**src/rtl/hsst_rst_wtchdg_mc.sv**
```systemverilog
// rtl/hsst_rst_wtchdg_mc.sv - per-lane HSST reset watchdog with bounded retries and sticky fail
// Optional 2-flop wtchdg_ok synchroniser enabled by defining HSST_WTCHDG_SYNC_EN.
module hsst_rst_wtchdg_mc #(
  parameter int CH_NUM      = 4,
  parameter int OK_ACT_HIGH = 1,
  parameter int TIMEOUT_CYC = 262144,
  parameter int RST_LEN     = 512,
  parameter int MAX_RETRY   = 7,
  parameter int TW          = $clog2(TIMEOUT_CYC + 1),
  parameter int LW          = $clog2(RST_LEN + 1),
  parameter int RW          = $clog2(MAX_RETRY + 1)
) (
  input  logic                 clk,
  input  logic                 rst_n,
  input  logic [CH_NUM-1:0]    wtchdg_clr,
  input  logic [CH_NUM-1:0]    wtchdg_ok,
  output logic [CH_NUM-1:0]    wtchdg_rst_n,
  output logic [CH_NUM-1:0]    wtchdg_fail,
  output logic                 any_fail,
  output logic [CH_NUM*RW-1:0] retry_cnt
);

  typedef enum logic [1:0] {ST_MON, ST_FIRE, ST_FAIL} state_t;

  localparam logic [TW-1:0] T_LAST = TW'(TIMEOUT_CYC - 1);
  localparam logic [LW-1:0] L_LAST = LW'(RST_LEN - 1);
  localparam logic [RW-1:0] R_MAX  = RW'(MAX_RETRY);

  logic [CH_NUM-1:0] ok_norm;
  logic [CH_NUM-1:0] ok_i;
  logic [CH_NUM-1:0] fail_nxt;

  assign ok_norm = (OK_ACT_HIGH != 0) ? wtchdg_ok : ~wtchdg_ok;

`ifdef HSST_WTCHDG_SYNC_EN
  logic [CH_NUM-1:0] ok_s1;
  logic [CH_NUM-1:0] ok_s2;

  // Synchroniser resets to "not ok" so a lane never looks healthy before it has been sampled.
  always_ff @(posedge clk or negedge rst_n) begin
    if (!rst_n) begin
      ok_s1 <= '0;
      ok_s2 <= '0;
    end else begin
      ok_s1 <= ok_norm;
      ok_s2 <= ok_s1;
    end
  end

  assign ok_i = ok_s2;
`else
  assign ok_i = ok_norm;
`endif

  genvar gi;
  generate
    for (gi = 0; gi < CH_NUM; gi++) begin : g_lane
      state_t        state;
      logic [TW-1:0] tcnt;
      logic [LW-1:0] lcnt;
      logic [RW-1:0] retry_q;
      logic          rst_q;
      logic          fail_q;
      logic          timeout;

      assign timeout = (state == ST_MON) && !ok_i[gi] && (tcnt == T_LAST);

      always_ff @(posedge clk or negedge rst_n) begin
        if (!rst_n) begin
          state   <= ST_MON;
          tcnt    <= '0;
          lcnt    <= '0;
          retry_q <= '0;
          rst_q   <= 1'b1;
          fail_q  <= 1'b0;
        end else if (wtchdg_clr[gi]) begin
          state   <= ST_MON;
          tcnt    <= '0;
          lcnt    <= '0;
          retry_q <= '0;
          rst_q   <= 1'b1;
          fail_q  <= 1'b0;
        end else begin
          case (state)
            ST_MON: begin
              if (ok_i[gi]) begin
                tcnt    <= '0;
                retry_q <= '0;
              end else if (timeout) begin
                tcnt <= '0;
                if (retry_q == R_MAX) begin
                  state  <= ST_FAIL;
                  fail_q <= 1'b1;
                end else begin
                  state   <= ST_FIRE;
                  retry_q <= retry_q + RW'(1);
                  rst_q   <= 1'b0;
                  lcnt    <= '0;
                end
              end else begin
                tcnt <= tcnt + TW'(1);
              end
            end
            ST_FIRE: begin
              // Pulse started at the timeout edge, so RST_LEN-1 further edges complete it.
              if (lcnt == L_LAST) begin
                state <= ST_MON;
                rst_q <= 1'b1;
                tcnt  <= '0;
                lcnt  <= '0;
              end else begin
                lcnt <= lcnt + LW'(1);
              end
            end
            ST_FAIL: begin
              fail_q <= 1'b1;
              rst_q  <= 1'b1;
            end
            default: begin
              state  <= ST_MON;
              tcnt   <= '0;
              lcnt   <= '0;
              rst_q  <= 1'b1;
              fail_q <= 1'b0;
            end
          endcase
        end
      end

      assign fail_nxt[gi] = !wtchdg_clr[gi] &&
                            ((state == ST_FAIL) || (timeout && (retry_q == R_MAX)));

      assign wtchdg_rst_n[gi]          = rst_q;
      assign wtchdg_fail[gi]           = fail_q;
      assign retry_cnt[gi*RW +: RW]    = retry_q;
    end
  endgenerate

  // Built from the next-state vector so it moves on the same edge as wtchdg_fail.
  always_ff @(posedge clk or negedge rst_n) begin
    if (!rst_n) begin
      any_fail <= 1'b0;
    end else begin
      any_fail <= |fail_nxt;
    end
  end

endmodule
```
**config.mk**
```make
export PLATFORM = sky130hd
export DESIGN_NAME = hsst_rst_wtchdg_mc
export DESIGN_NICKNAME = d
export VERILOG_FILES = /design/src/rtl/hsst_rst_wtchdg_mc.sv
export SDC_FILE = /design/constraint.sdc
export NUM_CORES = 1
export LEC_CHECK = 0
export ABC_AREA = 1
export BUFFER_PORTS_ARGS = -buffer_cell sky130_fd_sc_hd__buf_2
export CAP_MARGIN = 20
export CORE_UTILIZATION = 40
export CTS_CLUSTER_SIZE = 30
export DETAILED_ROUTE_END_ITERATION = 10
export PLACE_DENSITY_LB_ADDON = 0.3
export SLEW_MARGIN = 25
export SYNTH_ARGS = -nofsm -noshare
export SYNTH_HDL_FRONTEND = slang
export SYNTH_SLANG_ARGS = --single-unit
```
**constraint.sdc**
```tcl
create_clock -name clk -period 2 [get_ports clk]
set_clock_uncertainty 0.05 [all_clocks]
set_input_delay 0.4 -clock clk [delete_from_list [all_inputs] [get_ports clk]]
set_output_delay 0.4 -clock clk [all_outputs]
set_load 0.05 [all_outputs]
```
Word-level counts from Yosys, hierarchy flattened --
Index checks and enable logic that the tools add are counted.
Word-level totals: flip-flop bits (word level) 145, latch bits 0, memory bits (writable) 0, memory bits (read-only) 0, input port bits 10, output and inout bits 21, memories 0
Operators by class: add/subtract/negate cells 12, multipliers 0, divide/modulo/power cells 0, order comparisons 0, equal/unequal tests 52, shift operators 0, multiplexer cells 132, bitwise logic cells 0, reduce and logical (&&, ||, !) cells 65
Operators with widths (count):
- 19-bit 2-to-1 mux | 16
- 19-bit one-hot mux with 3 select lines | 4
- 10-bit 2-to-1 mux | 20
- 10-bit one-hot mux with 3 select lines | 4
- 19-bit by 1-bit adder with 19-bit output, second input constant | 4
- 19-bit by 18-bit equality test with 1-bit output, second input constant | 4
- 4-bit AND reduction | 16
- 3-bit 2-to-1 mux | 20
- 3-bit inequality test, second input constant | 20
- 10-bit by 1-bit adder with 10-bit output, second input constant | 4
- 10-bit by 9-bit equality test with 1-bit output, second input constant | 4
- 2-bit 2-to-1 mux | 20
- 1-bit 2-to-1 mux | 36
- 2-bit one-hot mux with 3 select lines | 4
- 1-bit logical AND | 16
- 2-bit inequality test, second input constant | 8
- 3-bit by 1-bit adder with 3-bit output, second input constant | 4
- 3-bit equality test, second input constant | 4
- 3-bit by 2-bit inequality test with 1-bit output, second input constant | 4
- 1-bit one-hot mux with 3 select lines | 4
- 3-bit AND reduction | 4
- 3-bit nonzero test | 4
- 2-bit by 1-bit equality test with 1-bit output, second input constant | 4
- 2-bit equality test, second input constant | 4
- 7 further kinds | 29

Logic depth before layout (Yosys ltp) --
Gate-level depths: netlist of the first run.
depth after elaboration 7, mapped depth 12, depth with buffers taken out 12

Worst setup path after synthesis of the first run --
Ideal clock, no wire load.
kind register to register, from register g_lane[0].retry_q[0], to register g_lane[0].lcnt[9], setup time 0.118 ns, arrival 1.583 ns, path slack 0.249 ns, stages on the path, launching flop included 7, path buffers 0, period minus slack after synthesis 1.751 ns, cell sequence dfrtp_1 > ha_1 > ha_1 > o21ai_0 > nand2_4 > nand2_1 > nand2_1
Between the ends: longest elaborated chain between the ends 3
RTL lines:
- start, declared | RTL line 61 | logic [RW-1:0] retry_q;
- start signal, assigned | RTL line 96 | retry_q <= retry_q + RW'(1);
- 3-bit equality test | RTL line 91 | if (retry_q == R_MAX) begin
- 3-bit inequality test (no line)
- 4-bit AND reduction (no line)
- end signal, assigned | RTL line 112 | lcnt <= lcnt + LW'(1);
- end, declared | RTL line 60 | logic [LW-1:0] lcnt;
Every way passes these cells. A chain may end at the register's enable or synchronous reset.

Worst setup path in the final report of the first run --
from register g_lane[2].tcnt[0], to register g_lane[2].lcnt[8]
Between the ends: longest elaborated chain between the ends 4
RTL lines:
- start, declared | RTL line 59 | logic [TW-1:0] tcnt;
- start signal, assigned | RTL line 101 | tcnt <= tcnt + TW'(1);
- 19-bit by 18-bit equality test with 1-bit output | RTL line 66 | assign timeout = (state == ST_MON) && !ok_i[gi] && (tcnt == T_LAST);
- 1-bit logical AND | RTL line 66
- 3-bit inequality test (no line)
- 4-bit AND reduction (no line)
- end signal, assigned | RTL line 112
- end, declared | RTL line 60
Every way passes these cells.

==> results.yml, run 1 <==
status:
  status: "finished clean"
power:
  ir_drop_v: 0.000453
  p_leak_nw: 5.21
  powerDensity_mw_per_mm2: 707
global_routing:
  use_met1: 0.234
  grt_pass1_wl_mm: 34.7
  grt_use_met3: 0.0324
  grt_use_total: 0.180
  grt-ovfl-total: 0
  antenna_found_initial: 0
  grt_max_degree: 41
  busiest_layer: "met2"
  grtUsageMet2: 0.303
  first_global_vias: 7707
worst_setup_path:
  worst_path_most_repeated_cell: "nor2_2"
  cp-start-kind: "flip-flop"
  cp_cell_sequence: "ha_1 > inv_1 > nor2_2 > nand2_2 > nor2_2 > nand3_1 > nor2_2 > nand2_4 > nand3_1 > nand2_1"
  critPathSlowestCell: "dfrtp_1"
  cp-end-kind: "flip-flop"
  crit_buf_inv: 1
  critical-path-top-delay-family: "simple AND/OR/NAND/NOR gates"
  critical-path-max-stage-delay_ns: 0.39
  critical_path_class: "reg2reg"
  critPathMaxFanout: 10
  cp.required_ns: 2.25
  arrival_ns: 2.12
place:
  dp.cells: 1588
  pre_cts_ws_ns: 0.0856
  portBuffers: 30
  placed_area_mm2: 0.00967
  gp_congestion: 0.851
  dpl.hpwl_mm: 14.7
route:
  drt-total-wl_mm: 20.0
  drtIter0Drc: 367
  dr.pass1.iters: 7
  viasPerCell: 4.90
  vias: 7958
  drcViolationCount: 0
  routedWlPerCell_um: 12.3
  ant_nets: 0
layout:
  nets: 1356
  final_util: 0.468
  fill_cells: 2138
  drive_gt1_frac: 0.150
  multi_input_area_mm2: 0.00459
  antenna_cells: 0
  fin_cells: 1623
  area_delta_synth_final_pct: 13.7
  regArea_mm2: 0.00363
  fin_area_mm2: 0.0103
synthesis:
  synth_edf_count: 0
  netlist_area_mm2: 0.00905
  yosysMostFrequentCell: "nand2_1"
  synth.top_cell.area_share: 0.390
  ys_ff_latch: 145
  synth_common_cells: "nand2_1 (382), inv_1 (160), nor2_1 (153)"
  ys_seq_area_frac: 0.401
  synth_top_area_cell: "dfrtp_1"
  netlist_instances: 1269
  netlist_top_cells_area: "dfrtp_1 (39%), nand2_1 (16%), inv_1 (6.6%)"
  ys_async_sr_fraction: 1.00
  ys.flop_type: "dfrtp_1"
  yosysUniqueCellTypes: 45
  yosysWarnings: 0
  avgSynthCellArea_um2: 7.14
  synth_nets: 1295
sta:
  timing.final.crit_share: 0.933
  setup-violations-final: 0
  setup_slack_ns: 0.135
  worst_hold_slack_ns: 0.214
  max_freq_mhz: 536
  fin_crit_ns: 1.87
  relSlewSlack: 0.717
  hold_viol: 0
  tightest_slew_ns: 0.425
  slew_violations: 0
clock_tree:
  clock_latency_ns: 0.42
  cts_buffer_depth: 2
  cts_buffers: 17
  clk_pin_slew_ns: 0.07
  root_buffer: "clkbuf_16"
  cts_tree: "built"
  cts_sinks: 145
  h-tree-depth: 4
die:
  die_height_um: 152
  die-area_mm2: 0.0232
  ios: 31
  die_w_um: 152
  num_rows: 54
  core_area_mm2: 0.0220
  start_util: 0.411
min_path:
  hp-class: "in2reg"
flow_run:
  cap_violations: 0
-- state kept, by name, indices dropped and copies added (netlist names) --
register	flops
g_lane.state	8
any_fail	1
g_lane.rst_q	4
g_lane.retry_q	12
g_lane.fail_q	4
g_lane.lcnt	40
g_lane.tcnt	76
-- logic make-up after synthesis --
logic type	after synthesis	synth area share
adder cells (fa/ha/maj)	16	0.0221
buffers and inverters	207	0.0947
flip-flops	145	0.401
XOR/XNOR	21	0.0203
AO/OA/AOI/OAI	95	0.0681
AND/OR/NAND/NOR	785	0.394
-- power breakdown --
| part | switching [mW] | leakage (nW) | total [mW] | internal (mW) |
|---|---|---|---|---|
| registers | 0.0758 | 2.00 | 3.12 | 3.04 |
| clock network | 1.22 | 0.282 | 3.11 | 1.89 |
| logic | 0.772 | 2.93 | 1.06 | 0.286 |
| total | 2.07 | 5.21 | 7.29 | 5.22 |
-- layout by cell type, fill, tap and decap left out, drive strengths merged, types with 7 or more instances in the layout --
master,Yosys,routed
xor2,19,19
o21bai,14,14
a21oi,7,7
nor2,178,178
nor3,16,16
inv,183,183
nand4,53,53
clkinv,2,9
o21ai,55,55
nand2,404,404
or2,14,14
ha,16,16
nand3,111,111
buf,19,63
dfrtp,141,141
clkbuf,3,21
nand3b,8,8
-- stage by stage --
step	power (mW)	TNS [ns]
floorplan	3.94	0
CTS	7.36	0
finish	7.29	0
detailed placement	4.22	0
global placement	4.21	0
global route	7.62	-0.0124
-- final timing paths --
path                                               start                          endpoint  slack, ns  cells past startpoint
min                                        wtchdg_clr[2]     g_lane[2].tcnt[6]$_DFFE_PN0P_       0.21                      2
max                        g_lane[2].tcnt[0]$_DFFE_PN0P_     g_lane[2].lcnt[8]$_DFFE_PN0P_       0.13                     10
min in group asynchronous                          rst_n  g_lane[2].retry_q[1]$_DFFE_PN0P_       0.43                      2
max reg2reg                g_lane[2].tcnt[0]$_DFFE_PN0P_     g_lane[2].lcnt[8]$_DFFE_PN0P_       0.13                     10
max in group asynchronous                          rst_n       g_lane[0].rst_q$_DFFE_PN1P_       0.85                      3
min reg2reg                  g_lane[3].rst_q$_DFFE_PN1P_       g_lane[3].rst_q$_DFFE_PN1P_       0.41                      2
-- routing by layer --
metal,wire [µm],vias to the layer above
met3,534,18
met1,9740,3681
met4,235,0
met2,9490,110
li1,-,4149
met5,0,-
-- cell type report --
type | count | share of cell area
clock buffer | 21 | 0.0447
sequential | 145 | 0.353
inverter | 185 | 0.0678
tap | 280 | 0.0340
clock inverter | 11 | 0.0111
multi-input combinational | 917 | 0.446
timing repair buffer | 64 | 0.0439
-- timing repair --
item / CTS / global route
endpoints found under the setup margin: 0 / 46
resized for setup: 0 / 9
hold buffers: 1 / 0
endpoints found under the hold margin: 35 / 0
buffers inserted: 0 / 2
(Power assumes the default switching activity.)
==> inputs of run 2 (changes only) <==
- PLACE_DENSITY_LB_ADDON: 0.3 -> 0.2
- SETUP_SLACK_MARGIN: not set -> 0.1
==> run 2 against run 1 <==
Effect of this change:
- first-iteration DRC count is 35% higher
- fmax is 3.0% higher
- the flow now finishes with violations (design-rule violations)
- largest cell class unchanged
- hold slack worse by 0.0066 ns
- sequential share of layout area is 0.89 points lower
- cell count is 1.1% higher
- combinational power is 13% higher
- sequential cell count stayed put
- clock power is 3% higher
==> results.yml, run 2 (synthesis gave the netlist of run 1 again) <==
status:
  status: "complete, but fails checks"
  violations: "design-rule violations"
clock_tree:
  cts_sinks: 145
  clk_pin_slew_ns: 0.06
  cts_tree: "built"
  cts_buffer_depth: 2
  h-tree-depth: 4
  clock_latency_ns: 0.43
  cts_buffers: 17
  root_buffer: "clkbuf_16"
sta:
  fin_tns_setup_ns: 0
  tightest_slew_ns: 0.488
  relSlewSlack: 0.675
  max_freq_mhz: 552
  worst_hold_slack_ns: 0.207
  fin_crit_ns: 1.81
  rsz0062_at_grt: "yes"
  setup-violations-final: 0
  slew_violations: 0
  timing.final.crit_share: 0.905
  hold_viol: 0
die:
  start_util: 0.411
  die_height_um: 152
  die_w_um: 152
  core_area_mm2: 0.0220
  die-area_mm2: 0.0232
  num_rows: 54
  ios: 31
global_routing:
  grt-ovfl-total: 0
  antenna_found_initial: 0
  grt_max_degree: 89
  grt_pass1_wl_mm: 35.3
  first_global_vias: 7509
  grt_use_total: 0.185
layout:
  antenna_cells: 0
  fin_area_mm2: 0.0106
  reg_top3: "g_lane.tcnt x76, g_lane.lcnt x40, g_lane.retry_q x12"
  multi_input_area_mm2: 0.00470
  final_common_cell: "nand2_1"
  area_delta_synth_final_pct: 16.7
  final_cell_mix: "nand2_1 (378), inv_1 (159), nor2_1 (151)"
  largest_register_ffs: 76
  top_register: "g_lane.tcnt"
  fill_cells: 2201
  final_util: 0.480
  regArea_mm2: 0.00363
  nets: 1375
  drive_gt1_frac: 0.170
  fin_cells: 1641
route:
  drtIter0Drc: 495
  drcViolationCount: 1
  vias: 8043
  viasPerCell: 4.90
  drt-total-wl_mm: 20.7
  routedWlPerCell_um: 12.6
  ant_nets: 0
  dr.pass1.iters: 9
worst_setup_path:
  cp_cell_sequence: "ha_4 > nand2_4 > nor2_4 > nand3_4 > a21boi_4 > buf_6 > nand2_2 > inv_2 > nor2_1"
  cp-end-kind: "flip-flop"
  cp-startpoint: "g_lane[1].lcnt[0]$_DFFE_PN0P_"
  worst-r2r-cell-count: 9
  timing.rr.end: "g_lane[1].tcnt[16]$_DFFE_PN0P_"
  arrival_ns: 2.07
  critPathSlowestCell: "dfrtp_1"
  critical_path_class: "reg2reg"
  cp-start-kind: "flip-flop"
  rrSetupSlack_ns: 0.19
  critPathMaxFanout: 8
  critical-path-max-stage-delay_ns: 0.40
  regToRegStartpoint: "g_lane[1].lcnt[0]$_DFFE_PN0P_"
  cp.required_ns: 2.26
  worstSetupEndpoint: "g_lane[1].tcnt[16]$_DFFE_PN0P_"
place:
  dpl.hpwl_mm: 14.8
  gp_congestion: 0.865
  placed_area_mm2: 0.00966
  portBuffers: 30
  dp.cells: 1588
power:
  ir_drop_v: 0.000448
  powerDensity_mw_per_mm2: 711
  p_leak_nw: 5.35
min_path:
  hp-class: "in2reg"
flow_run:
  cap_violations: 0
[run 2: cell types whose count changed in the layout (fill, tap and decap cells not counted), moves of 3 or more]
cell | previous run | this run
nor2_4 | 12 | 18
clkinv_2 | 7 | 3
nand3_2 | 5 | 8
buf_4 | 30 | 46
nand2_4 | 5 | 9
nor2_2 | 14 | 9
ha_1 | 16 | 12
nand3_1 | 102 | 99
ha_2 | 0 | 3
buf_6 | 1 | 4
[run 2: repair_timing]
item | 4_1_cts | 5_1_grt
gates cloned | 0 | 2
endpoints found under the hold margin | 79 | 0
setup buffers | 0 | 19
pin swaps | 0 | 19
setup endpoints to repair | 9 | 100
hold buffers | 1 | 0
gates resized for setup | 1 | 43
[run 2: how the worst min path moves through the flow]
stage,depth (start not counted),slack (ns),endpoint,start
after global placement,2,0.37,g_lane[1].lcnt[8]$_DFFE_PN0P_,rst_n
after detailed placement,2,0.37,g_lane[1].lcnt[8]$_DFFE_PN0P_,rst_n
after CTS,2,0.19,g_lane[0].tcnt[6]$_DFFE_PN0P_,wtchdg_clr[0]
after floorplan,0,0.05,any_fail$_DFF_PN0_,rst_n
final,2,0.21,g_lane[0].tcnt[6]$_DFFE_PN0P_,wtchdg_clr[0]
after global routing,2,0.21,g_lane[0].tcnt[6]$_DFFE_PN0P_,wtchdg_clr[0]
[run 2: per-layer routing]
layer / up-vias / routed length [µm] / part of all wire / global-route usage
met5: - / 0 / 0 / 0
met4: 0 / 141 / 0.0068 / 0.0443
met2: 117 / 9470 / 0.46 / 0.294
li1: 4190 / - / - / -
met3: 15 / 632 / 0.031 / 0.0387
met1: 3721 / 10400 / 0.50 / 0.257
[run 2: critical path: cells and delay by family (launching register included)]
kind,cells,cell delay (ns)
AOI/OAI and AO/OA,1,0.32
buffers and inverters,2,0.27
and+or+nand+nor,5,0.47
DFF,1,0.40
adders and majority gates,1,0.16
[run 2: power breakdown]
part	switching, mW	internal, mW	total, mW
registers	0.0745	3.04	3.12
logic	0.829	0.373	1.20
clock network	1.26	1.93	3.19
total	2.17	5.34	7.51
[run 2: layout make-up]
| cell class | count | share of cell area |
|---|---|---|
| Clock buffer | 22 | 0.0449 |
| Multi-Input combinational cell | 918 | 0.445 |
| Sequential cell | 145 | 0.344 |
| Tap cell | 280 | 0.0332 |
| Inverter | 185 | 0.0671 |
| Timing Repair Buffer | 82 | 0.0554 |
| Clock inverter | 9 | 0.0102 |
[run 2: stage by stage]
step	power [mW]	setup slack (ns)
final	7.51	0.189
after global routing	7.87	0.0752
after CTS	7.46	0.105
after detailed placement	4.23	0.0985
after global placement	4.23	0.135
after floorplan	3.94	0.249
==> inputs of run 3 (changes only) <==
- BUFFER_PORTS_ARGS: -buffer_cell sky130_fd_sc_hd__buf_2 -> not set
- CORE_UTILIZATION: 40 -> 35
- DONT_BUFFER_PORTS: not set -> 1
==> run 3 against run 2 <==
Effect of this change:
- the flow finishes with violations (negative hold slack)
- die area up 14%
- sequential power is 4% higher
- non-clock buffer count shrank 21
- via count shrank 1.9%
- combinational power fell by 21%
- highest routed layer unchanged
- design area grew 0.18%
- global-route usage shrank 1.3 points
- sequential share of layout area is 0.061 points lower
==> results.yml, run 3 (synthesis gave the netlist of run 1 again) <==
status:
  status: "complete, but fails checks"
  violations: "negative hold slack"
worst_setup_path:
  arrival_ns: 2.04
  critical_path_class: "reg2reg"
  critPathMaxFanout: 5
  cp-start-kind: "flip-flop"
  cp-end-kind: "flip-flop"
  cp.required_ns: 2.25
  rrSetupSlack_ns: 0.21
min_path:
  hp-class: "in2async"
place:
  dp.cells: 1618
  dpl.hpwl_mm: 15.1
  portBuffers: 0
  gp_congestion: 0.860
  placed_area_mm2: 0.00961
sta:
  slew_violations: 0
  fin_crit_ns: 1.79
  timing.final.crit_share: 0.895
  fin_tns_setup_ns: 0
  hold_viol: 145
  rsz0062_at_grt: "yes"
  relSlewSlack: 0.665
  setup-violations-final: 0
  max_freq_mhz: 558
  tightest_slew_ns: 0.503
  worst_hold_slack_ns: -0.365
layout:
  antenna_cells: 0
  reg_top3: "g_lane.tcnt x76, g_lane.lcnt x40, g_lane.retry_q x12"
  final_cell_mix: "nand2_1 (379), inv_1 (159), nor2_1 (147)"
  largest_register_ffs: 76
  area_delta_synth_final_pct: 16.9
  nets: 1354
  final_common_cell: "nand2_1"
  multi_input_area_mm2: 0.00469
  top_register: "g_lane.tcnt"
  fin_area_mm2: 0.0106
  fin_cells: 1671
  regArea_mm2: 0.00363
  drive_gt1_frac: 0.163
  fill_cells: 2618
die:
  ios: 31
  die-area_mm2: 0.0265
  die_height_um: 163
  num_rows: 58
  die_w_um: 163
  start_util: 0.359
  core_area_mm2: 0.0253
global_routing:
  first_global_vias: 7684
  grt_pass1_wl_mm: 36.9
  grt-ovfl-total: 0
  grt_max_degree: 146
  antenna_found_initial: 0
  grt_use_total: 0.171
route:
  drcViolationCount: 0
  drtIter0Drc: 538
  viasPerCell: 4.72
  dr.pass1.iters: 5
  drt-total-wl_mm: 21.2
  vias: 7890
  routedWlPerCell_um: 12.7
  ant_nets: 0
power:
  p_leak_nw: 5.24
  power_mw: 7.90
  ir_drop_v: 0.000608
  powerDensity_mw_per_mm2: 746
clock_tree:
  cts_sinks: 145
  cts_buffers: 17
  clk_pin_slew_ns: 0.06
  clock_latency_ns: 0.42
  h-tree-depth: 4
  root_buffer: "clkbuf_16"
  cts_tree: "built"
  cts_buffer_depth: 2
flow_run:
  cap_violations: 0
==> run 3: changes by cell type in the layout (fill, tap and decap cells not counted), moves of 3 or more <==
cell and delta:
clkinv_4 +4, buf_2 -28, clkbuf_8 -3, nor2_1 -4
buf_4 +11, nor2_4 -5, nor2_2 +9, bufinv_16 +4
==> run 3: per-layer routing <==
| layer | global-route usage | up-vias | part of all wire |
|---|---|---|---|
| li1 | - | 4146 | - |
| met1 | 0.230 | 3648 | 0.50 |
| met4 | 0.0391 | 0 | 0.010 |
| met3 | 0.0349 | 14 | 0.027 |
| met5 | 0 | - | 0 |
| met2 | 0.281 | 82 | 0.46 |
==> run 3: final cells by class <==
type                            instances  area share
Timing Repair Buffer                   61      0.0440
Clock inverter                         15      0.0244
Inverter                              185      0.0662
Sequential cell                       145       0.343
Tap cell                              330      0.0390
Clock buffer                           17      0.0402
Multi-Input combinational cell        918       0.443
==> run 3: timing repair <==
item / CTS / global route
endpoints found under the setup margin: 5 / 102
endpoints found under the hold margin: 145 / 146
pin swaps: 0 / 9
resized for setup: 1 / 34
cloned: 0 / 2
setup buffers: 0 / 18
==> run 3: power breakdown <==
group / leakage (nW) / switching [mW] / internal, mW
clock network: 0.328 / 1.34 / 2.36
registers: 2.00 / 0.207 / 3.04
logic: 2.91 / 0.619 / 0.333
==> run 3: worst paths after layout <==
path                                                  end  cells after the start                            from
max                         g_lane[1].tcnt[2]$_DFFE_PN0P_                     10   g_lane[1].lcnt[1]$_DFFE_PN0P_
min in group clk           g_lane[3].tcnt[14]$_DFFE_PN0P_                      1                   wtchdg_clr[3]
max in group asynchronous     g_lane[0].rst_q$_DFFE_PN1P_                      0                           rst_n
min reg2reg                g_lane[1].tcnt[10]$_DFFE_PN0P_                      1  g_lane[1].tcnt[10]$_DFFE_PN0P_
min                         g_lane[1].lcnt[8]$_DFFE_PN0P_                      0                           rst_n
max reg2reg                 g_lane[1].tcnt[2]$_DFFE_PN0P_                     10   g_lane[1].lcnt[1]$_DFFE_PN0P_
==> run 3: metrics by stage <==
stage               utilization  setup slack (ns)
global route              0.419            0.0493
floorplan                     -             0.249
global placement          0.381             0.124
CTS                       0.408             0.117
detailed placement        0.381            0.0724
finish                    0.419             0.209
==> run 3: worst max-delay path, cell delays in order (launching register included) <==
cell      delay, ns
dfrtp_1        0.39
ha_2           0.21
nand2_2        0.09
nor2_4         0.15
nand3_4        0.12
a21boi_4       0.24
buf_6          0.15
buf_4          0.10
nand3_1        0.06
nand2_1        0.08
nor2_1         0.04
